### src/rtl/per2axi_pkg.sv
// Shared types and helpers for the per2axi response path.
// Holds AXI response codes, the per-ID table entry and the 64->32 lane narrowing.
package per2axi_pkg;

  localparam logic [1:0] RESP_OKAY   = 2'b00;
  localparam logic [1:0] RESP_EXOKAY = 2'b01;
  localparam logic [1:0] RESP_SLVERR = 2'b10;
  localparam logic [1:0] RESP_DECERR = 2'b11;

  typedef struct packed {
    logic        rd_pend;
    logic        at_pend;
    logic        lane;
    logic        got_r;
    logic        got_b;
    logic        err;
    logic [31:0] data;
  } entry_t;

  typedef enum logic [1:0] {
    UPD_CLR_RD,
    UPD_CLR_ALL,
    UPD_STORE_R,
    UPD_STORE_B
  } upd_op_e;

  function automatic logic [31:0] lane_select(input logic [63:0] data, input logic lane);
    return lane ? data[63:32] : data[31:0];
  endfunction

  // SLVERR and DECERR both carry bit 1; OKAY/EXOKAY do not.
  function automatic logic resp_is_err(input logic [1:0] resp);
    return (resp == RESP_SLVERR) || (resp == RESP_DECERR);
  endfunction

endpackage

### src/rtl/per2axi_res_tracker.sv
// Per-AXI-ID bookkeeping table: pending flags, address lane and partial ATOP state.
// Updates from the response side are applied first so a same-cycle request set overrides them.
module per2axi_res_tracker
  import per2axi_pkg::*;
#(
  parameter int unsigned AXI_ID_WIDTH = 3
) (
  input  logic                      clk_i,
  input  logic                      rst_i,
  input  logic                      set_rd_i,
  input  logic [AXI_ID_WIDTH-1:0]   set_rd_id_i,
  input  logic                      set_rd_lane_i,
  input  logic                      set_at_i,
  input  logic [AXI_ID_WIDTH-1:0]   set_at_id_i,
  input  logic                      set_at_lane_i,
  input  logic                      upd_i,
  input  upd_op_e                   upd_op_i,
  input  logic [AXI_ID_WIDTH-1:0]   upd_id_i,
  input  logic [31:0]               upd_data_i,
  input  logic                      upd_err_i,
  input  logic [AXI_ID_WIDTH-1:0]   rd_id_i,
  output entry_t                    rd_entry_o,
  output logic [2**AXI_ID_WIDTH-1:0] pend_o
);

  localparam int unsigned N_ENTRIES = 2**AXI_ID_WIDTH;

  entry_t r_tab [N_ENTRIES];

  always_ff @(posedge clk_i) begin
    if (rst_i) begin
      for (int i = 0; i < N_ENTRIES; i++) r_tab[i] <= '0;
    end else begin
      if (upd_i) begin
        case (upd_op_i)
          UPD_CLR_RD:  r_tab[upd_id_i].rd_pend <= 1'b0;
          UPD_CLR_ALL: r_tab[upd_id_i]         <= '0;
          UPD_STORE_R: begin
            r_tab[upd_id_i].data  <= upd_data_i;
            r_tab[upd_id_i].err   <= r_tab[upd_id_i].err | upd_err_i;
            r_tab[upd_id_i].got_r <= 1'b1;
          end
          UPD_STORE_B: begin
            r_tab[upd_id_i].err   <= r_tab[upd_id_i].err | upd_err_i;
            r_tab[upd_id_i].got_b <= 1'b1;
          end
          default: ;
        endcase
      end
      if (set_rd_i) begin
        r_tab[set_rd_id_i].rd_pend <= 1'b1;
        r_tab[set_rd_id_i].lane    <= set_rd_lane_i;
      end
      if (set_at_i) begin
        r_tab[set_at_id_i].at_pend <= 1'b1;
        r_tab[set_at_id_i].lane    <= set_at_lane_i;
        r_tab[set_at_id_i].got_r   <= 1'b0;
        r_tab[set_at_id_i].got_b   <= 1'b0;
        r_tab[set_at_id_i].err     <= 1'b0;
      end
    end
  end

  assign rd_entry_o = r_tab[rd_id_i];

  always_comb begin
    pend_o = '0;
    for (int i = 0; i < N_ENTRIES; i++) pend_o[i] = r_tab[i].rd_pend | r_tab[i].at_pend;
  end

endmodule

### src/rtl/per2axi_res_channel.sv
// Response side of per2axi: accepts one R or B beat per cycle (R first) and
// returns a single registered peripheral response per request, merging ATOP R+B pairs.
module per2axi_res_channel
  import per2axi_pkg::*;
#(
  parameter int unsigned PER_ID_WIDTH   = 5,
  parameter int unsigned AXI_ADDR_WIDTH = 32,
  parameter int unsigned AXI_DATA_WIDTH = 64,
  parameter int unsigned AXI_USER_WIDTH = 6,
  parameter int unsigned AXI_ID_WIDTH   = 3
) (
  input  logic                      clk_i,
  input  logic                      rst_i,
  output logic                      per_slave_r_valid_o,
  output logic                      per_slave_r_opc_o,
  output logic [PER_ID_WIDTH-1:0]   per_slave_r_id_o,
  output logic [31:0]               per_slave_r_rdata_o,
  input  logic                      axi_master_r_valid_i,
  input  logic [AXI_DATA_WIDTH-1:0] axi_master_r_data_i,
  input  logic [1:0]                axi_master_r_resp_i,
  input  logic                      axi_master_r_last_i,
  input  logic [AXI_ID_WIDTH-1:0]   axi_master_r_id_i,
  input  logic [AXI_USER_WIDTH-1:0] axi_master_r_user_i,
  output logic                      axi_master_r_ready_o,
  input  logic                      axi_master_b_valid_i,
  input  logic [1:0]                axi_master_b_resp_i,
  input  logic [AXI_ID_WIDTH-1:0]   axi_master_b_id_i,
  input  logic [AXI_USER_WIDTH-1:0] axi_master_b_user_i,
  output logic                      axi_master_b_ready_o,
  input  logic                      trans_req_i,
  input  logic [AXI_ID_WIDTH-1:0]   trans_id_i,
  input  logic [AXI_ADDR_WIDTH-1:0] trans_add_i,
  input  logic                      atop_req_i,
  input  logic [AXI_ID_WIDTH-1:0]   atop_id_i,
  input  logic [AXI_ADDR_WIDTH-1:0] atop_add_i
);

  logic                      w_r_acc;
  logic                      w_b_acc;
  logic [AXI_ID_WIDTH-1:0]   w_rd_id;
  entry_t                    w_ent;
  logic [2**AXI_ID_WIDTH-1:0] w_pend;
  logic [31:0]               w_r_lane_data;
  logic                      w_resp_valid;
  logic                      w_resp_opc;
  logic [31:0]               w_resp_data;
  logic                      w_upd;
  upd_op_e                   w_upd_op;
  logic                      w_upd_err;
  logic                      w_unused;

  logic                      r_valid;
  logic                      r_opc;
  logic [PER_ID_WIDTH-1:0]   r_id;
  logic [31:0]               r_rdata;

  assign axi_master_r_ready_o = !rst_i;
  assign axi_master_b_ready_o = !rst_i && !axi_master_r_valid_i;

  assign w_r_acc = axi_master_r_valid_i && axi_master_r_ready_o;
  assign w_b_acc = axi_master_b_valid_i && axi_master_b_ready_o;
  assign w_rd_id = w_r_acc ? axi_master_r_id_i : axi_master_b_id_i;
  assign w_r_lane_data = lane_select(axi_master_r_data_i, w_ent.lane);

  assign w_unused = ^{axi_master_r_user_i, axi_master_b_user_i, trans_add_i, atop_add_i};

  per2axi_res_tracker #(
    .AXI_ID_WIDTH (AXI_ID_WIDTH)
  ) u_tracker (
    .clk_i         (clk_i),
    .rst_i         (rst_i),
    .set_rd_i      (trans_req_i),
    .set_rd_id_i   (trans_id_i),
    .set_rd_lane_i (trans_add_i[2]),
    .set_at_i      (atop_req_i),
    .set_at_id_i   (atop_id_i),
    .set_at_lane_i (atop_add_i[2]),
    .upd_i         (w_upd),
    .upd_op_i      (w_upd_op),
    .upd_id_i      (w_rd_id),
    .upd_data_i    (w_r_lane_data),
    .upd_err_i     (w_upd_err),
    .rd_id_i       (w_rd_id),
    .rd_entry_o    (w_ent),
    .pend_o        (w_pend)
  );

  always_comb begin
    w_resp_valid = 1'b0;
    w_resp_opc   = 1'b0;
    w_resp_data  = '0;
    w_upd        = 1'b0;
    w_upd_op     = UPD_CLR_RD;
    w_upd_err    = 1'b0;
    if (w_r_acc) begin
      w_upd_err = resp_is_err(axi_master_r_resp_i);
      w_upd     = 1'b1;
      if (!w_ent.at_pend) begin
        w_resp_valid = 1'b1;
        w_resp_data  = w_r_lane_data;
        w_resp_opc   = resp_is_err(axi_master_r_resp_i);
        w_upd_op     = UPD_CLR_RD;
      end else if (!w_ent.got_b) begin
        w_upd_op     = UPD_STORE_R;
      end else begin
        w_resp_valid = 1'b1;
        w_resp_data  = w_r_lane_data;
        w_resp_opc   = resp_is_err(axi_master_r_resp_i) | w_ent.err;
        w_upd_op     = UPD_CLR_ALL;
      end
    end else if (w_b_acc) begin
      w_upd_err = resp_is_err(axi_master_b_resp_i);
      if (!w_ent.at_pend) begin
        w_resp_valid = 1'b1;
        w_resp_opc   = resp_is_err(axi_master_b_resp_i);
      end else if (!w_ent.got_r) begin
        w_upd        = 1'b1;
        w_upd_op     = UPD_STORE_B;
      end else begin
        w_resp_valid = 1'b1;
        w_resp_data  = w_ent.data;
        w_resp_opc   = resp_is_err(axi_master_b_resp_i) | w_ent.err;
        w_upd        = 1'b1;
        w_upd_op     = UPD_CLR_ALL;
      end
    end
  end

  always_ff @(posedge clk_i) begin
    if (rst_i) begin
      r_valid <= 1'b0;
      r_opc   <= 1'b0;
      r_id    <= '0;
      r_rdata <= '0;
    end else begin
      r_valid <= w_resp_valid;
      if (w_resp_valid) begin
        r_opc   <= w_resp_opc;
        r_id    <= PER_ID_WIDTH'(1) << w_rd_id;
        r_rdata <= w_resp_data;
      end
    end
  end

  assign per_slave_r_valid_o = r_valid;
  assign per_slave_r_opc_o   = r_opc;
  assign per_slave_r_id_o    = r_id;
  assign per_slave_r_rdata_o = r_rdata;

`ifndef SYNTHESIS
  always @(posedge clk_i) begin
    if (!rst_i) begin
      if (w_r_acc) begin
        assert (w_ent.rd_pend || w_ent.at_pend)
          else $error("R beat for ID %0d with nothing pending", axi_master_r_id_i);
        assert (axi_master_r_last_i)
          else $error("R beat without last");
      end
      if (trans_req_i)
        assert (!w_pend[trans_id_i]) else $error("read issued to pending ID %0d", trans_id_i);
      if (atop_req_i)
        assert (!w_pend[atop_id_i]) else $error("ATOP issued to pending ID %0d", atop_id_i);
    end
  end
`endif

endmodule

### config.mk
export PLATFORM = sky130hd
export DESIGN_NAME = per2axi_res_channel
export DESIGN_NICKNAME = d
export VERILOG_FILES = /design/src/rtl/per2axi_pkg.sv /design/src/rtl/per2axi_res_tracker.sv /design/src/rtl/per2axi_res_channel.sv
export SDC_FILE = /design/constraint.sdc
export NUM_CORES = 1
export LEC_CHECK = 0
export ABC_AREA = 1
export ABC_CLOCK_PERIOD_IN_PS = 3800
export CELL_PAD_IN_SITES_DETAIL_PLACEMENT = 0
export CELL_PAD_IN_SITES_GLOBAL_PLACEMENT = 2
export CORE_MARGIN = 3
export CORE_UTILIZATION = 35
export DETAILED_ROUTE_END_ITERATION = 8
export PLACE_DENSITY_LB_ADDON = 0.1
export SLEW_MARGIN = 20
export SYNTH_ARGS = -nofsm -noshare
export SYNTH_HDL_FRONTEND = slang
export SYNTH_SLANG_ARGS = --single-unit
### constraint.sdc
create_clock -name clk_i -period 3.8 [get_ports clk_i]
set_clock_uncertainty 0.05 [all_clocks]
set_input_delay 0.57 -clock clk_i [delete_from_list [all_inputs] [get_ports clk_i]]
set_output_delay 0.57 -clock clk_i [all_outputs]
set_load 0.02 [all_outputs]
==> Flow_metrics.wiki, run 1 <==
{| class="wikitable"
! Metric !! Value
|-
| Die area || 45600 um2
|-
| Largest voltage drop on the vdd net || 0.247 mV
|-
| Estimated wirelength of the detail-placed design || 29800 um
|-
| DRC errors left || 0
|-
| Skew-Pair Late Insertion Delay || 0.55 ns
|-
| Total inserted antenna cells || 0
|-
| Total Routing Usage GR || 22.2%
|-
| Number of global-route vias before repair || 11800
|-
| Count of nets after finishing || 1887
|-
| Initial standard-cell utilization of the core || 35.7%
|-
| Number of failing setup endpoints in the final timing report || 0
|-
| Post-synthesis net count || 1740
|-
| EDFF count, synth || 264
|-
| Ratio of total power to cell area || 496 nW/um2
|-
| Ratio of final minimum period to clock period || 88.6%
|-
| Count of nets left with antenna violations after detail routing || 0
|-
| Cts-stage hold buffer count || 0
|-
| CP arrival || 3.53 ns
|-
| Post-synthesis async set-or-reset flop share || 0%
|-
| Total wire length after detailed routing || 50400 um
|-
| Layout Utilization || 43.8%
|-
| IO Count || 204
|-
| Post-CTS Repair Setup Buffers || 0
|-
| Total core area || 42200 um2
|-
| Largest cells by area after synthesis || sky130_fd_sc_hd__edfxtp_1 53%, sky130_fd_sc_hd__nor2_1 9.5%, sky130_fd_sc_hd__dfxtp_1 9.4%, sky130_fd_sc_hd__nand2_1 6.2%, sky130_fd_sc_hd__o22ai_1 3.7%
|-
| Chip Width || 214 um
|-
| Setup WS pre-CTS || -0.0934 ns
|-
| Register bit count reported by yosys || 335
|-
| DRC violation total after the first TritonRoute iteration || 867
|-
| Vias per Instance || 5.20
|-
| Clock tree sinks || 335
|-
| First-pass GRT wire length || 74500 um
|-
| Total negative setup slack || 0 ns
|-
| Routed wirelength normalized by instance count || 22.0 um
|-
| Max clock buf depth || 3
|-
| 1st-pass router iterations || 5
|-
| Total chip power || 9.18 mW
|-
| Post-Synthesis Cell Area || 15100 um2
|-
| Critical path peak fanout || 12
|-
| Relative slew slack || 39.4%
|-
| Vias post-DR || 11900
|-
| Share of the synthesized area in the top cell type || 52.5%
|-
| Setup repair after global routing missed its margin || no
|-
| Die span in y || 214 um
|-
| Average cell area after synthesis || 9.57 um2
|-
| Remaining global-route overflow || 0
|-
| Root Buffer Master || sky130_fd_sc_hd__clkbuf_16
|-
| Required arrival time at the worst endpoint || 3.96 ns
|-
| Most used standard cells in the synthesized netlist || 383 x sky130_fd_sc_hd__nor2_1, 264 x sky130_fd_sc_hd__edfxtp_1, 250 x sky130_fd_sc_hd__nand2_1
|-
| Type of the worst min-delay path || reg -> reg
|-
| CTS tree || yes
|-
| Minimum clock period || 3.37 ns
|-
| Antenna violations before repair || 1
|-
| Setup crit start kind || input pin
|-
| Routability cong. || 0.833
|-
| Cell taking the most area after synthesis || sky130_fd_sc_hd__edfxtp_1
|-
| Most repeated cell in the gate-level netlist after synthesis || sky130_fd_sc_hd__nor2_1
|-
| Leakage power figure || 7.38 nW
|-
| Final count of pins violating max slew || 0
|-
| Max frequency || 0.297 GHz
|-
| Share of final-layout standard cells stronger than drive strength 1 || 10.9%
|-
| Startpoint-to-endpoint class of the critical path || in -> reg
|-
| Mapped Cells || 1577
|-
| Number of distinct library cell variants in the gate-level netlist after synthesis || 37
|-
| Port bufs || 126
|-
| Worst-Margin Slew || 0.910 ns
|-
| Status || completed
|-
| Cts bufs inserted || 39
|-
| Final Hold Fails || 0
|-
| Element type at the critical path end || flop
|-
| Part of the Yosys area used for sequential elements || 62.0%
|-
| Synthesis warning total || 0
|-
| Total number of H-tree levels || 2
|-
| Resized Gates After CTS || 0
|-
| Clock input transition at the sequential cells of the worst setup and hold paths || 0.05 ns
|-
| Area overhead of the layout relative to synthesis || 22.7%
|-
| Number of filler instances in the final layout || 4124
|-
| Largest net degree at the start of global routing || 59
|-
| Max capacitance violation total || 0
|-
| Worst Setup Slack, final || 0.435 ns
|-
| Synth Flop Type || sky130_fd_sc_hd__edfxtp_1
|-
| Number of standard-cell rows in the floorplan || 75
|}
-- logic make-up after synthesis --
group	after synthesis	synth area share [%]
and+or+nand+nor	767	21.0
AOI/OAI and AO/OA	282	11.6
buffers and inverters	193	5.51
DFF	335	62.0
-- critical path: stages --
cell and delay [ns]:
sky130_fd_sc_hd__clkdlybuf4s50_1 0.67, sky130_fd_sc_hd__inv_1 0.09, sky130_fd_sc_hd__nor2_2 0.18, sky130_fd_sc_hd__nor2_1 0.10, sky130_fd_sc_hd__inv_2 0.06, sky130_fd_sc_hd__nand2_2 0.12
sky130_fd_sc_hd__inv_2 0.15, sky130_fd_sc_hd__nand3_1 0.15, sky130_fd_sc_hd__nand2_4 0.14, sky130_fd_sc_hd__nand2_1 0.12, sky130_fd_sc_hd__nand2_1 0.08, sky130_fd_sc_hd__nand2_1 0.20
sky130_fd_sc_hd__nor2_1 0.23, sky130_fd_sc_hd__a21oi_1 0.20, sky130_fd_sc_hd__nand2_1 0.18, sky130_fd_sc_hd__buf_4 0.28
-- where the power goes --
group	internal (mW)	switching, mW
registers	4.13	0.0564
clock network	2.23	1.48
logic	0.419	0.870
total	6.77	2.41
-- path summary, 6_finish.rpt --
| path | startpoint | end | slack, ns | depth (start not counted) |
|---|---|---|---|---|
| max reg2reg | u_tracker.r_tab[0][36] | u_tracker.r_tab[1][4] | 1.22 | 13 |
| min reg2reg | u_tracker.r_tab[5][36] | u_tracker.r_tab[5][36] | 0.39 | 2 |
| min | u_tracker.r_tab[5][36] | u_tracker.r_tab[5][36] | 0.39 | 2 |
| max | axi_master_r_valid_i | u_tracker.r_tab[1][4] | 0.43 | 16 |
-- registers in the layout (all words and copies together), names as in the netlist --
register and cells:
per_slave_r_valid_o 1, per_slave_r_rdata_o 32, per_slave_r_opc_o 1, per_slave_r_id_o 5, u_tracker.r_tab 296
-- cell usage in the layout, fill, tap and decap left out, types with 4 or more instances in the layout --
master | synthesis | routed
sky130_fd_sc_hd__nand3b_1 | 6 | 6
sky130_fd_sc_hd__nand2_1 | 250 | 250
sky130_fd_sc_hd__clkbuf_1 | 46 | 15
sky130_fd_sc_hd__nand2_4 | 5 | 6
sky130_fd_sc_hd__clkdlybuf4s50_1 | 0 | 125
sky130_fd_sc_hd__nor2_1 | 383 | 382
sky130_fd_sc_hd__a31oi_1 | 4 | 4
sky130_fd_sc_hd__o21ai_0 | 74 | 74
sky130_fd_sc_hd__or2_2 | 15 | 15
sky130_fd_sc_hd__o211a_1 | 6 | 6
sky130_fd_sc_hd__o21a_1 | 9 | 9
sky130_fd_sc_hd__dfxtp_1 | 71 | 71
sky130_fd_sc_hd__nor3_1 | 23 | 23
sky130_fd_sc_hd__nand2_2 | 12 | 11
sky130_fd_sc_hd__o21ai_1 | 16 | 16
sky130_fd_sc_hd__edfxtp_1 | 264 | 264
sky130_fd_sc_hd__inv_2 | 5 | 5
sky130_fd_sc_hd__nand4_1 | 9 | 9
sky130_fd_sc_hd__a21oi_1 | 39 | 39
sky130_fd_sc_hd__nand3_1 | 58 | 58
sky130_fd_sc_hd__nand3_2 | 5 | 5
sky130_fd_sc_hd__o2111ai_1 | 5 | 5
sky130_fd_sc_hd__o22ai_1 | 89 | 89
sky130_fd_sc_hd__a211oi_1 | 5 | 5
sky130_fd_sc_hd__buf_12 | 0 | 14
sky130_fd_sc_hd__buf_4 | 5 | 50
sky130_fd_sc_hd__o21ai_2 | 27 | 27
sky130_fd_sc_hd__clkbuf_16 | 0 | 41
sky130_fd_sc_hd__inv_1 | 103 | 103
-- cell type report --
cell class	instances	area [um2]	area share, %
sequential	335	9350	50.5
multi-input combinational	1049	4920	26.6
timing repair buffer	190	1910	10.3
clock buffer	58	1110	5.99
tap	539	674	3.64
inverter	109	412	2.22
clock inverter	10	141	0.764
-- stage by stage --
stage	area [um2]	hold WS [ns]	instances
2_1_floorplan	15100	0.360	1577
3_3_place_gp	17300	0.383	2222
3_5_place_dp	17300	0.387	2222
4_1_cts	18500	0.400	2290
5_1_grt	18500	0.419	2290
6_report	18500	0.394	2290
-- layer usage --
layer | up-vias | routed length, um | GRT usage [%] | part of all wire, %
met5 | - | 13 | 0 | 0.026
met4 | 2 | 1020 | 5.31 | 2.0
met3 | 78 | 2290 | 2.82 | 4.5
met2 | 304 | 24000 | 37.7 | 48
met1 | 5852 | 23100 | 30.5 | 46
li1 | 5677 | - | - | -
Note: power is estimated with default switching activity, not from simulation.
==> run 2, diff against run 1 <==
ABC_CLOCK_PERIOD_IN_PS = unset   (was 3800)
CORE_UTILIZATION = 34   (was 35)
SYNTH_HIERARCHICAL = 1   (was unset)
==> Flow_metrics.wiki, run 2 <==
{| class="wikitable"
! Metric !! Value
|-
| Post-CTS Repair Setup Buffers || 0 (unchanged)
|-
| Die span in y || 224 um (+5.0%)
|-
| Setup crit start kind || input pin
|-
| Most flops, register || u_tracker/r_tab
|-
| Total chip power || 9.48 mW (+3.3%)
|-
| Largest voltage drop on the vdd net || 0.279 mV (+13%)
|-
| Remaining global-route overflow || 0 (unchanged)
|-
| Startpoint of the most critical register-to-register path || u_tracker/r_tab[5][36]
|-
| Resized Gates After CTS || 0 (unchanged)
|-
| Startpoint of the most critical hold path || rst_i
|-
| Most frequent standard cell in the layout excluding fill and tap cells || sky130_fd_sc_hd__nor2_1
|-
| Worst Reg2Reg Path Length in Cells || 14 (+1)
|-
| Total core area || 46800 um2 (+11%)
|-
| Endpoint of the most critical register-to-register path || u_tracker/r_tab[7][17]
|-
| Startpoint-to-endpoint class of the critical path || in -> reg
|-
| DRC errors left || 0 (unchanged)
|-
| Estimated wirelength of the detail-placed design || 34900 um (+17%)
|-
| Mapped Cells || 1931 (+22%)
|-
| Ratio of total power to cell area || 468 nW/um2 (-5.5%)
|-
| Antenna violations before repair || 0 (-1)
|-
| Layout Utilization || 43.3% (-0.56 points)
|-
| Initial standard-cell utilization of the core || 34.6% (-1.1 points)
|-
| Type of the worst min-delay path || in -> reg
|-
| Hold-critical path depth || 4 (+2)
|-
| Status || completed
|-
| Total Routing Usage GR || 21.5% (-0.70 points)
|-
| Cts-stage hold buffer count || 0 (unchanged)
|-
| Final count of pins violating max slew || 0 (unchanged)
|-
| Max frequency || 0.289 GHz (-2.9%)
|-
| Routability cong. || 0.826 (-0.89%)
|-
| Leading cell types in the layout, fill and taps excluded || 538 x sky130_fd_sc_hd__nor2_1, 288 x sky130_fd_sc_hd__nand2_1, 264 x sky130_fd_sc_hd__edfxtp_1
|-
| First-pass GRT wire length || 82000 um (+10%)
|-
| Average cell area after synthesis || 8.39 um2 (-12%)
|-
| Root Buffer Master || sky130_fd_sc_hd__clkbuf_16
|-
| Post-synthesis net count || 2094 (+20%)
|-
| Clock input transition at the sequential cells of the worst setup and hold paths || 0.05 ns (about the same)
|-
| 1st-pass router iterations || 5 (unchanged)
|-
| Worst-Margin Slew || 0.936 ns (+0.0262 ns)
|-
| Count of nets after finishing || 2256 (+20%)
|-
| Element type at the critical path end || flop
|-
| Portion of total power attributed to the clock network || 40.1% (-0.3 points)
|-
| Final Hold Fails || 0 (unchanged)
|-
| Max clock buf depth || 3 (unchanged)
|-
| Clock tree sinks || 335 (unchanged)
|-
| Chip Width || 224 um (+5.0%)
|-
| Die area || 50300 um2 (+10%)
|-
| Total wire length after detailed routing || 54200 um (+7.5%)
|-
| Worst path cell trace || clkdlybuf4s50_1 -> nand2_2 -> nand2_1 -> nand2_4 -> inv_4 -> buf_4 -> o21ai_0 -> a31oi_4 -> inv_1 -> nand2_1 -> o22ai_1 -> nand2_2 -> buf_4 -> nor3_1 -> inv_2 -> buf_4 -> nor2_1
|-
| Count of nets left with antenna violations after detail routing || 0 (unchanged)
|-
| Flip-flop count of the largest register after layout || 296 (unchanged)
|-
| Share of final-layout standard cells stronger than drive strength 1 || 9.89% (-1.0 points)
|-
| CP arrival || 3.82 ns (+0.29 ns)
|-
| Vias post-DR || 13600 (+14%)
|-
| Port bufs || 126 (unchanged)
|-
| Cell internal power dissipation || 6.88 mW (+1.6%)
|-
| Cell repeated most along the worst path || sky130_fd_sc_hd__buf_4
|-
| Min-Delay Endpoint || per_slave_r_opc_o
|-
| Minimum clock period || 3.47 ns (+0.101 ns)
|-
| Number of filler instances in the final layout || 4696 (+14%)
|-
| DRC violation total after the first TritonRoute iteration || 811 (-6.5%)
|-
| Worst Hold Slack || 0.340 ns (-0.0544 ns)
|-
| Register-to-Register Setup Slack || 1.04 ns (-0.18 ns)
|-
| Combinational power share || 16.1% (+2.1 points)
|-
| Total inserted antenna cells || 0 (unchanged)
|-
| Total number of H-tree levels || 2 (unchanged)
|-
| Number of failing setup endpoints in the final timing report || 0 (unchanged)
|-
| Number of standard-cell rows in the floorplan || 79 (+5.3%)
|-
| Area overhead of the layout relative to synthesis || 25.0%
|-
| Cts bufs inserted || 41 (+5.1%)
|-
| Required arrival time at the worst endpoint || 4.15 ns (+0.19 ns)
|-
| Ratio of final minimum period to clock period || 91.2% (+2.7 points)
|-
| Switching part of the total power || 27.4% (+1.2 points)
|-
| Vias per Instance || 4.97 (-4.5%)
|-
| Leakage power figure || 8.55 nW (+16%)
|-
| IO Count || 204 (unchanged)
|-
| Post-Synthesis Cell Area || 16200 um2 (+7.3%)
|-
| Skew-Pair Late Insertion Delay || 0.56 ns (about the same)
|-
| Max capacitance violation total || 0 (unchanged)
|-
| Routed wirelength normalized by instance count || 19.9 um (-9.8%)
|-
| CTS tree || yes
|-
| Net Sw Power || 2.60 mW (+7.9%)
|-
| Critical path peak fanout || 33 (+21)
|-
| Seq pwr share || 43.8% (-1.8 points)
|-
| Synthesis warning total || 6 (+6)
|-
| Number of global-route vias before repair || 13700 (+16%)
|-
| Setup repair after global routing missed its margin || no
|-
| Largest net degree at the start of global routing || 99 (+68%)
|-
| Relative slew slack || 37.6% (-1.7 points)
|-
| Critical path's largest stage delay || 0.53 ns (-0.14 ns)
|-
| Slowest CP cell || sky130_fd_sc_hd__clkdlybuf4s50_1
|}
## run 2: cell types whose count changed in the layout (fill, tap and decap cells not counted), moves of 27 or more
cell and change:
sky130_fd_sc_hd__nand3_1 +53, sky130_fd_sc_hd__o21ai_2 -27, sky130_fd_sc_hd__inv_1 +87, sky130_fd_sc_hd__nand2_1 +38, sky130_fd_sc_hd__nor2_1 +156, sky130_fd_sc_hd__buf_4 +41, sky130_fd_sc_hd__o21ai_0 +84
## run 2: per-layer routing
metal	up-vias	part of all wire, %	GRT usage, %
met4	0	3.1	6.91
met3	75	3.7	2.94
met2	249	53	40.1
met5	-	0	0
li1	6633	-	-
met1	6603	41	25.5
## run 2: layout make-up
class / count / area, um2 / area share [%]
flip-flops and latches: 335 / 9350 / 46.2
multi-input cells: 1278 / 5750 / 28.4
repair buffers: 237 / 2340 / 11.6
clock buffers: 57 / 1140 / 5.63
well taps: 607 / 759 / 3.75
inverters: 200 / 756 / 3.73
clock inverters: 16 / 149 / 0.736
## run 2: worst max-delay path, delay by kind of cell
kind | cells | cell delay [ns]
compound gates | 3 | 0.75
buf+inv | 7 | 1.43
simple gates | 7 | 1.02
## run 2: power groups by stage
stage          clock network [mW]  registers, mW  logic [mW]
2_1_floorplan                   0           4.25       0.802
3_3_place_gp                    0           4.22        1.55
3_5_place_dp                    0           4.23        1.55
4_1_cts                      3.91           4.15        1.56
5_1_grt                      4.08           4.16        1.68
6_report                     3.80           4.15        1.53
## run 2: metrics by stage
step	instances	cell area, um2	setup slack, ns	TNS, ns
final	2730	20200	0.334	0
after global routing	2730	20200	0.110	0
after CTS	2730	20200	0.328	0
after detailed placement	2657	19000	-0.263	-100.25
after global placement	2657	19000	-0.238	-87.97
after floorplan	1931	16400	0.0163	0
## run 2: worst max path at each step
stage	start	to	slack, ns	depth (start not counted)
2_1_floorplan	rst_i	u_tracker/r_tab[0][0]	0.02	24
3_5_place_dp	axi_master_r_valid_i	u_tracker/r_tab[7][17]	-0.26	18
6_report	axi_master_r_valid_i	u_tracker/r_tab[7][17]	0.33	17
5_1_grt	axi_master_r_valid_i	u_tracker/r_tab[5][18]	0.11	22
4_1_cts	axi_master_r_valid_i	u_tracker/r_tab[7][2]	0.33	19
3_3_place_gp	axi_master_r_valid_i	u_tracker/r_tab[4][26]	-0.24	18
